$ cat src/rtl/conv_enc_bounded_noise.sv
// conv_enc_bounded_noise: framed rate-1/2 convolutional encoder with zero tail and
// window-budgeted bit-flip injection on the two code outputs.
module conv_enc_bounded_noise #(
  parameter int K = 4,
  parameter logic [K-1:0] G0 = 4'b1101,
  parameter logic [K-1:0] G1 = 4'b1111,
  parameter int WIN = 4,
  parameter int MAX_ERR = 1,
  parameter int FRAME_LEN = 16
) (
  input  logic       clock,
  input  logic       rst_n,
  input  logic       in_valid,
  input  logic       in_bit,
  output logic       in_ready,
  input  logic       noise0,
  input  logic       noise1,
  output logic       out_valid,
  output logic       out1,
  output logic       out2,
  output logic       noise_drop,
  output logic [7:0] err_count,
  output logic       frame_done
);
  localparam int BW = FRAME_LEN > 1 ? $clog2(FRAME_LEN) : 1;
  localparam int TW = K > 2 ? $clog2(K - 1) : 1;
  localparam logic [BW-1:0] BLAST = BW'(FRAME_LEN - 1);
  localparam logic [TW-1:0] TLAST = TW'(K - 2);
  localparam logic [5:0] ME = 6'(MAX_ERR);

  typedef enum logic {DATA, TAIL} state_t;
  state_t r_state, w_next;

  logic [BW-1:0] r_bit_cnt;
  logic [TW-1:0] r_tail_cnt;
  logic [K-2:0]  r_sr;
  logic [1:0]    r_hist [0:WIN-2];
  logic [K-1:0]  w_u;
  logic [5:0]    w_sum;
  logic [8:0]    w_err;
  logic          w_step, w_cur, w_g0, w_g1, w_last;

  always_comb begin
    w_sum = '0;
    for (int i = 0; i < WIN - 1; i++) w_sum = w_sum + {4'b0, r_hist[i]};
  end

  assign in_ready = r_state == DATA;
  assign w_step   = r_state == TAIL || in_valid;
  assign w_cur    = in_ready & in_bit;
  assign w_u      = {w_cur, r_sr};
  // noise0 takes budget first; noise1 sees what is left after it
  assign w_g0     = w_step && noise0 && w_sum < ME;
  assign w_g1     = w_step && noise1 && (w_sum + {5'b0, w_g0}) < ME;
  assign w_last   = r_state == DATA ? r_bit_cnt == BLAST : r_tail_cnt == TLAST;
  assign w_err    = {1'b0, frame_done ? 8'd0 : err_count} + 9'(w_g0) + 9'(w_g1);

  always_comb w_next = (w_step && w_last) ? (r_state == DATA ? TAIL : DATA) : r_state;

  always_ff @(posedge clock or negedge rst_n)
    if (!rst_n) r_state <= DATA;
    else r_state <= w_next;

  always_ff @(posedge clock or negedge rst_n) begin
    if (!rst_n) begin
      r_bit_cnt  <= '0;
      r_tail_cnt <= '0;
      r_sr       <= '0;
      for (int i = 0; i < WIN - 1; i++) r_hist[i] <= '0;
      out_valid  <= 1'b0;
      out1       <= 1'b0;
      out2       <= 1'b0;
      noise_drop <= 1'b0;
      frame_done <= 1'b0;
      err_count  <= '0;
    end else begin
      out_valid  <= w_step;
      frame_done <= w_step && w_last && r_state == TAIL;
      noise_drop <= (noise0 && w_step && !w_g0) || (noise1 && w_step && !w_g1);
      err_count  <= w_err[8] ? 8'hff : w_err[7:0];
      if (w_step) begin
        out1       <= ^(w_u & G0) ^ w_g0;
        out2       <= ^(w_u & G1) ^ w_g1;
        r_sr       <= w_u[K-1:1];
        r_hist[0]  <= {w_g0 & w_g1, w_g0 ^ w_g1};
        for (int i = 1; i < WIN - 1; i++) r_hist[i] <= r_hist[i-1];
        r_bit_cnt  <= r_state == DATA ? (w_last ? '0 : r_bit_cnt + 1'b1) : r_bit_cnt;
        r_tail_cnt <= r_state == TAIL ? (w_last ? '0 : r_tail_cnt + 1'b1) : r_tail_cnt;
      end
    end
  end
endmodule

$ cat config.mk
export PLATFORM = sky130hd
export DESIGN_NAME = conv_enc_bounded_noise
export DESIGN_NICKNAME = d
export VERILOG_FILES = /design/src/rtl/conv_enc_bounded_noise.sv
export SDC_FILE = /design/constraint.sdc
export NUM_CORES = 1
export LEC_CHECK = 0
export CAP_MARGIN = 20
export CORE_UTILIZATION = 54
export DETAILED_ROUTE_END_ITERATION = 12
export PLACE_DENSITY = 0.88
export RECOVER_POWER = 25
export REMOVE_ABC_BUFFERS = 1
export SLEW_MARGIN = 15
export SYNTH_ARGS = -nofsm -noshare
export SYNTH_HDL_FRONTEND = slang
export SYNTH_SLANG_ARGS = --single-unit
$ cat constraint.sdc
create_clock -name clock -period 4.17 [get_ports clock]
set_input_delay 0.417 -clock clock [delete_from_list [all_inputs] [get_ports clock]]
set_output_delay 0.417 -clock clock [all_outputs]
set_load 0.03 [all_outputs]
### Word-level counts from Yosys, hierarchy flattened

Cells that the tools add are included.

| operators by class | value |
|---|---|
| multiplexer cells | 6 |
| bitwise operators | 6 |
| reductions and logical operators | 16 |
| add/sub/neg operators | 7 |
| magnitude comparators | 2 |
| equal/unequal tests | 2 |

Operators with widths:

| kind | number |
|---|---|
| 8-bit 2-to-1 mux | 2 |
| 8-bit by 1-bit adder with 9-bit output | 1 |
| 9-bit by 1-bit adder with 9-bit output | 1 |
| 1-bit logical AND | 8 |
| 4-bit XOR reduction | 2 |
| 4-bit by 1-bit adder with 5-bit output | 1 |
| 5-bit by 1-bit less-than comparator with 1-bit output (second input constant) | 1 |
| 3-bit by 2-bit adder with 4-bit output | 1 |
| 4-bit by 1-bit adder with 4-bit output (second input constant) | 1 |
| 4-bit == test (second input constant) | 1 |
| 4-bit by 1-bit less-than comparator with 1-bit output (second input constant) | 1 |
| 4-bit 2-to-1 mux | 1 |
| 2-bit AND reduction | 2 |
| 2-bit by 2-bit adder with 3-bit output | 1 |
| 1-bit XOR | 3 |
| 2-bit by 1-bit adder with 2-bit output (second input constant) | 1 |
| 1-bit bitwise AND | 2 |
| 2-bit == test (second input constant) | 1 |
| 1-bit zero test | 2 |
| 1-bit logical OR | 2 |
| 1-bit 2-to-1 mux | 2 |
| 2-bit 2-to-1 mux | 1 |
| 1-bit inverter | 1 |

| storage, ports and cells | value |
|---|---|
| input bits | 6 |
| logic and storage cells | 52 |
| register bits | 29 |

### Depth between registers and ports, before layout

| depth | value |
|---|---|
| word-level depth | 10 |
| depth in mapped cells | 20 |

### Worst setup path after synthesis

OpenSTA, ideal clock, no wires.

| timing path | value |
|---|---|
| path kind | register to register |
| from | register r_hist[1] (netlist name) |
| to | register err_count[4] |
| library setup time | 0.082 ns |
| setup slack | 0.340 ns |
| stages on the path, launching flop included | 19 |
| data required time | 4.088 ns |
| period minus slack after synthesis | 3.830 ns |
| arrival | 3.748 ns |
| cell sequence | dfrtp_1 inv_1 fa_1 inv_1 ha_1 o21ai_0 nand4_1 inv_1 ha_1 nor4b_1 a32o_1 and2_1 inv_1 fa_1 inv_1 ha_1 nand3_1 xor2_1 a21oi_1 |

| on the way | value |
|---|---|
| longest elaborated chain between the ends | 8 |

RTL lines:

| what | RTL line | text |
|---|---|---|
| start, declared | 37 | `logic [1:0] r_hist [0:WIN-2];` |
| 3-bit by 2-bit adder with 4-bit output * | 45 | `for (int i = 0; i < WIN - 1; i++) w_sum = w_sum + {4'b0, r_hist[i]};` |
| 4-bit by 1-bit less-than comparator with 1-bit output | 53 | `assign w_g0 = w_step && noise0 && w_sum < ME;` |
| 1-bit logical AND | 53 |  |
| 4-bit by 1-bit adder with 5-bit output | 54 | `assign w_g1 = w_step && noise1 && (w_sum + {5'b0, w_g0}) < ME;` |
| 5-bit by 1-bit less-than comparator with 1-bit output | 54 |  |
| 1-bit logical AND | 54 |  |
| 9-bit by 1-bit adder with 9-bit output * | 56 | `assign w_err = {1'b0, frame_done ? 8'd0 : err_count} + 9'(w_g0) + 9'(w_g1);` |
| 8-bit 2-to-1 mux * | 80 | `err_count <= w_err[8] ? 8'hff : w_err[7:0];` |
| end signal, assigned | 80 |  |
| end, declared | 22 | `output logic [7:0] err_count,` |

Mark *: on every way between the ends. The rest lies on a longest branch, timed or not.
A chain may end at the register's enable or synchronous reset.

### Worst setup path after layout

| timing path | value |
|---|---|
| from | register r_hist[1] (netlist name) |
| to | register err_count[7] |

The elaborated chain is that of the path after synthesis.

==> results.sh <==
export IMPL_clock_tree_from_tritoncts="yes"
export IMPL_core_rowCount=18
export IMPL_grt_antenna_before_repair=0
export IMPL_synthTopCellsByCount="dfrtp_1, nand2_1, inv_1"
export IMPL_synth_top_cells_by_area="dfrtp_1, ha_1, fa_1, nand2_1, mux2_2"
export IMPL_grt_max_degree=21
export IMPL_gpl_final_weighted_congestion=0.8342
export IMPL_final_min_period_over_clock_period_pct=94.66
export IMPL_groute_usage_overall_pct=22.07
export IMPL_synth_seq_area_share_pct=47.42
export IMPL_worst_setup_path_end_kind="register"
export IMPL_p_leak_nw=0.9028
export IMPL_horizontal_extent_of_the_die_um=55.23
export IMPL_critical_path_buf_inv_count=5
export IMPL_die_area_um2=3050
export IMPL_holdCritPathClass="in2async"
export IMPL_cts_root_buf="clkbuf_4"
export IMPL_status="finished clean"
export IMPL_n_antenna_cell=0
export IMPL_floorplan_die_height_um=55.23
export IMPL_worst_skew_pair_late_latency_ns=0.34
export IMPL_worstSetupStartpointType="register"
export IMPL_first_global_vias=1153
export IMPL_post_synth_inst_count=143
export IMPL_placement_cell_area_um2=1783
export IMPL_dpl_hpwl_um=2203
export IMPL_drt_first_iter_violations=25
export IMPL_r2r_start="r_hist[1]"
export IMPL_finalNetCount=192
export IMPL_post_synthesis_cell_type_count=31
export IMPL_cts_sinks=29
export IMPL_final_antenna_net_count=0
export IMPL_drcViolationCount=0
export IMPL_fraction_of_the_mapped_netlist_area_in_compound_gates_pct=7.604
export IMPL_drt_wl_total_um=3013
export IMPL_tightestPinTransition_ns=1.094
export IMPL_skew_ns=0.01522
export IMPL_cts_made_buffers=5
export IMPL_crit_path_max_fanout=6
export IMPL_io_buffers=19
export IMPL_crit_top_cell="inv_1"
export IMPL_synth_edf_count=0
export IMPL_final_design_area_no_fill_um2=1886
export IMPL_setup_tns_final_ns=0
export IMPL_synth_top_family_by_area="simple AND/OR/NAND/NOR gates"
export IMPL_synth_main_ff_cell="dfrtp_1"
export IMPL_placeableCoreArea_um2=2567
export IMPL_hold_viol_final=0
export IMPL_setup_repair_after_global_routing_missed_its_margin="false"
export IMPL_number_of_max_slew_violations_in_the_final_report=0
export IMPL_total_power_density_per_cell_area_nw_per_um2=837.2
export IMPL_post_synth_cell_area_avg_um2=10.70
export IMPL_worst_ep_required_time_ns=4.43
export IMPL_route_vias_total=1135
export IMPL_muxShareOfSynthArea_pct=5.642
export IMPL_synth_largest_type_area_fraction_pct=47.42
export IMPL_io_pin_count=20
export IMPL_highest_delay_cell_along_the_critical_path="fa_1"
export IMPL_post_synth_fa_ha_maj_area_fraction_pct=12.10
export IMPL_layout_area_overhead_vs_synth_pct=23.22
export IMPL_critical_path_top_delay_family="adder cells"
export IMPL_number_of_maximum_capacitance_constraint_violations=0
export IMPL_detail_route_wl_per_cell_um=14.77
export IMPL_final_layout_size_suffix_gt1_share_pct=15.52
export IMPL_ir_drop_mv=0.5729
export IMPL_cts_clk_slew_worst_paths_ns=0.10
export IMPL_async_reset_ff_share_pct=100.0
export IMPL_post_syn_area_um2=1530
export IMPL_normalized_max_slew_margin_pct=27.07
export IMPL_yosysWarningCount=0
export IMPL_synth_ff_latch_count=29
export IMPL_report_final_setup_viol=0
export IMPL_via_per_inst=5.564
export IMPL_fmaxAchievable_mhz=253.3
export IMPL_cp_startpoint="r_hist[1]"
export IMPL_critical_path_max_stage_delay_ns=0.55
export IMPL_initial_utilization_pct=59.60
export IMPL_yosys_cell_count_top_type="dfrtp_1"
export IMPL_drt_first_pass_iters=4
export IMPL_period_minus_slack_ns=3.947
export IMPL_postLayoutCoreUtil_pct=73.44
export IMPL_post_synth_xor_area_fraction_pct=7.114
export IMPL_cts_htree_levels=2
export IMPL_postCtsHoldBufs=0
export IMPL_area_share_of_and_or_nand_nor_cells_after_synthesis_pct=16.35
export IMPL_cts_max_path_buffers=2
export IMPL_grt_overflow=0
export IMPL_criticalPathCategory="reg2reg"
export IMPL_synth_top_cell_by_area="dfrtp_1"
export IMPL_wire_length_of_the_first_global_routing_pass_um=5119
export IMPL_critical_path_cell_chain="inv_1 -> fa_1 -> inv_1 -> ha_2 -> o21ai_0 -> nand4_1 -> inv_1 -> ha_1 -> nor4b_2 -> a32o_2 -> and2_1 -> inv_1 -> fa_1 -> inv_1 -> ha_4 -> nor2b_1 -> and4_1 -> nor3_1"
export IMPL_critical_path_arrival_ns=4.21
==> logic make-up (layout without fill, tap and decap cells) <==
logic type               Yosys count  count (layout)
multiplexers                       8               8
buffers and inverters             15              46
AND/OR/NAND/NOR                   47              47
flip-flops                        29              29
AO/OA/AOI/OAI                     21              21
adder cells (fa/ha/maj)           13              13
XOR/XNOR                          10              10
==> layout make-up <==
cell class	count	area, um^2
fillers	191	681.9
clock inverters	1	5.005
well taps	30	37.54
clock buffers	7	65.06
flip-flops and latches	29	725.7
multi-input cells	99	775.7
repair buffers	24	224.0
inverters	14	52.55
==> routing by layer <==
layer  GRT usage, %  routed length, um  vias up
met5              0                  0        -
met4          12.86                 27        0
met3          5.621                171        3
met2          35.97               1513       43
met1          26.37               1300      545
li1               -                  -      544
==> cells in the final DEF (no fill, tap or decap), drive strengths merged, types with 5 or more instances in the layout <==
master         count
nand3              5
xnor2              5
mux2               5
clkbuf             8
ha                10
clkdlybuf4s50     17
a21oi              5
nor2               6
dfrtp             29
o21ai             12
nor2b              6
nand2             16
inv               14
==> flip-flops by register name, indices dropped and copies added, names as in the netlist <==
signal,count
err_count,8
frame_done,1
noise_drop,1
out1,1
out2,1
out_valid,1
r_bit_cnt,4
r_hist,6
r_sr,3
r_state,1
r_tail_cnt,2
==> power breakdown <==
part,internal [mW],switching (mW),total [mW]
clock network,0.0976,0.0999,0.197
logic,0.430,0.456,0.886
registers,0.397,0.0986,0.495
==> final timing paths <==
kind / depth (start not counted) / end / slack [ns]
setup / recovery: 18 / err_count[7] / 0.22
hold / removal: 1 / r_hist[5] / 0.46
setup reg to reg: 18 / err_count[7] / 0.22
hold reg to reg: 1 / r_bit_cnt[3] / 0.49
max in group asynchronous: 2 / err_count[6] / 2.35
min in group clock: 1 / r_bit_cnt[3] / 0.49
==> metrics by stage <==
stage / hold slack, ns / total power [mW] / instances / setup WS, ns
after floorplan: 0.1214 / 1.053 / 142 / 0.3404
after global placement: 0.4644 / 1.268 / 195 / 0.3116
after detailed placement: 0.4801 / 1.330 / 195 / 0.1012
after CTS: 0.3885 / 1.538 / 203 / 0.05237
after global routing: 0.4866 / 1.696 / 204 / 0.007953
final: 0.4620 / 1.579 / 204 / 0.2228
==> timing repair <==
| action | 4_1_cts | 5_1_grt |
|---|---|---|
| setup buffers | 0 | 1 |
| gates resized for setup | 0 | 7 |
| endpoints found under the setup margin | 0 | 8 |
Power figures use the tool's default switching activity.
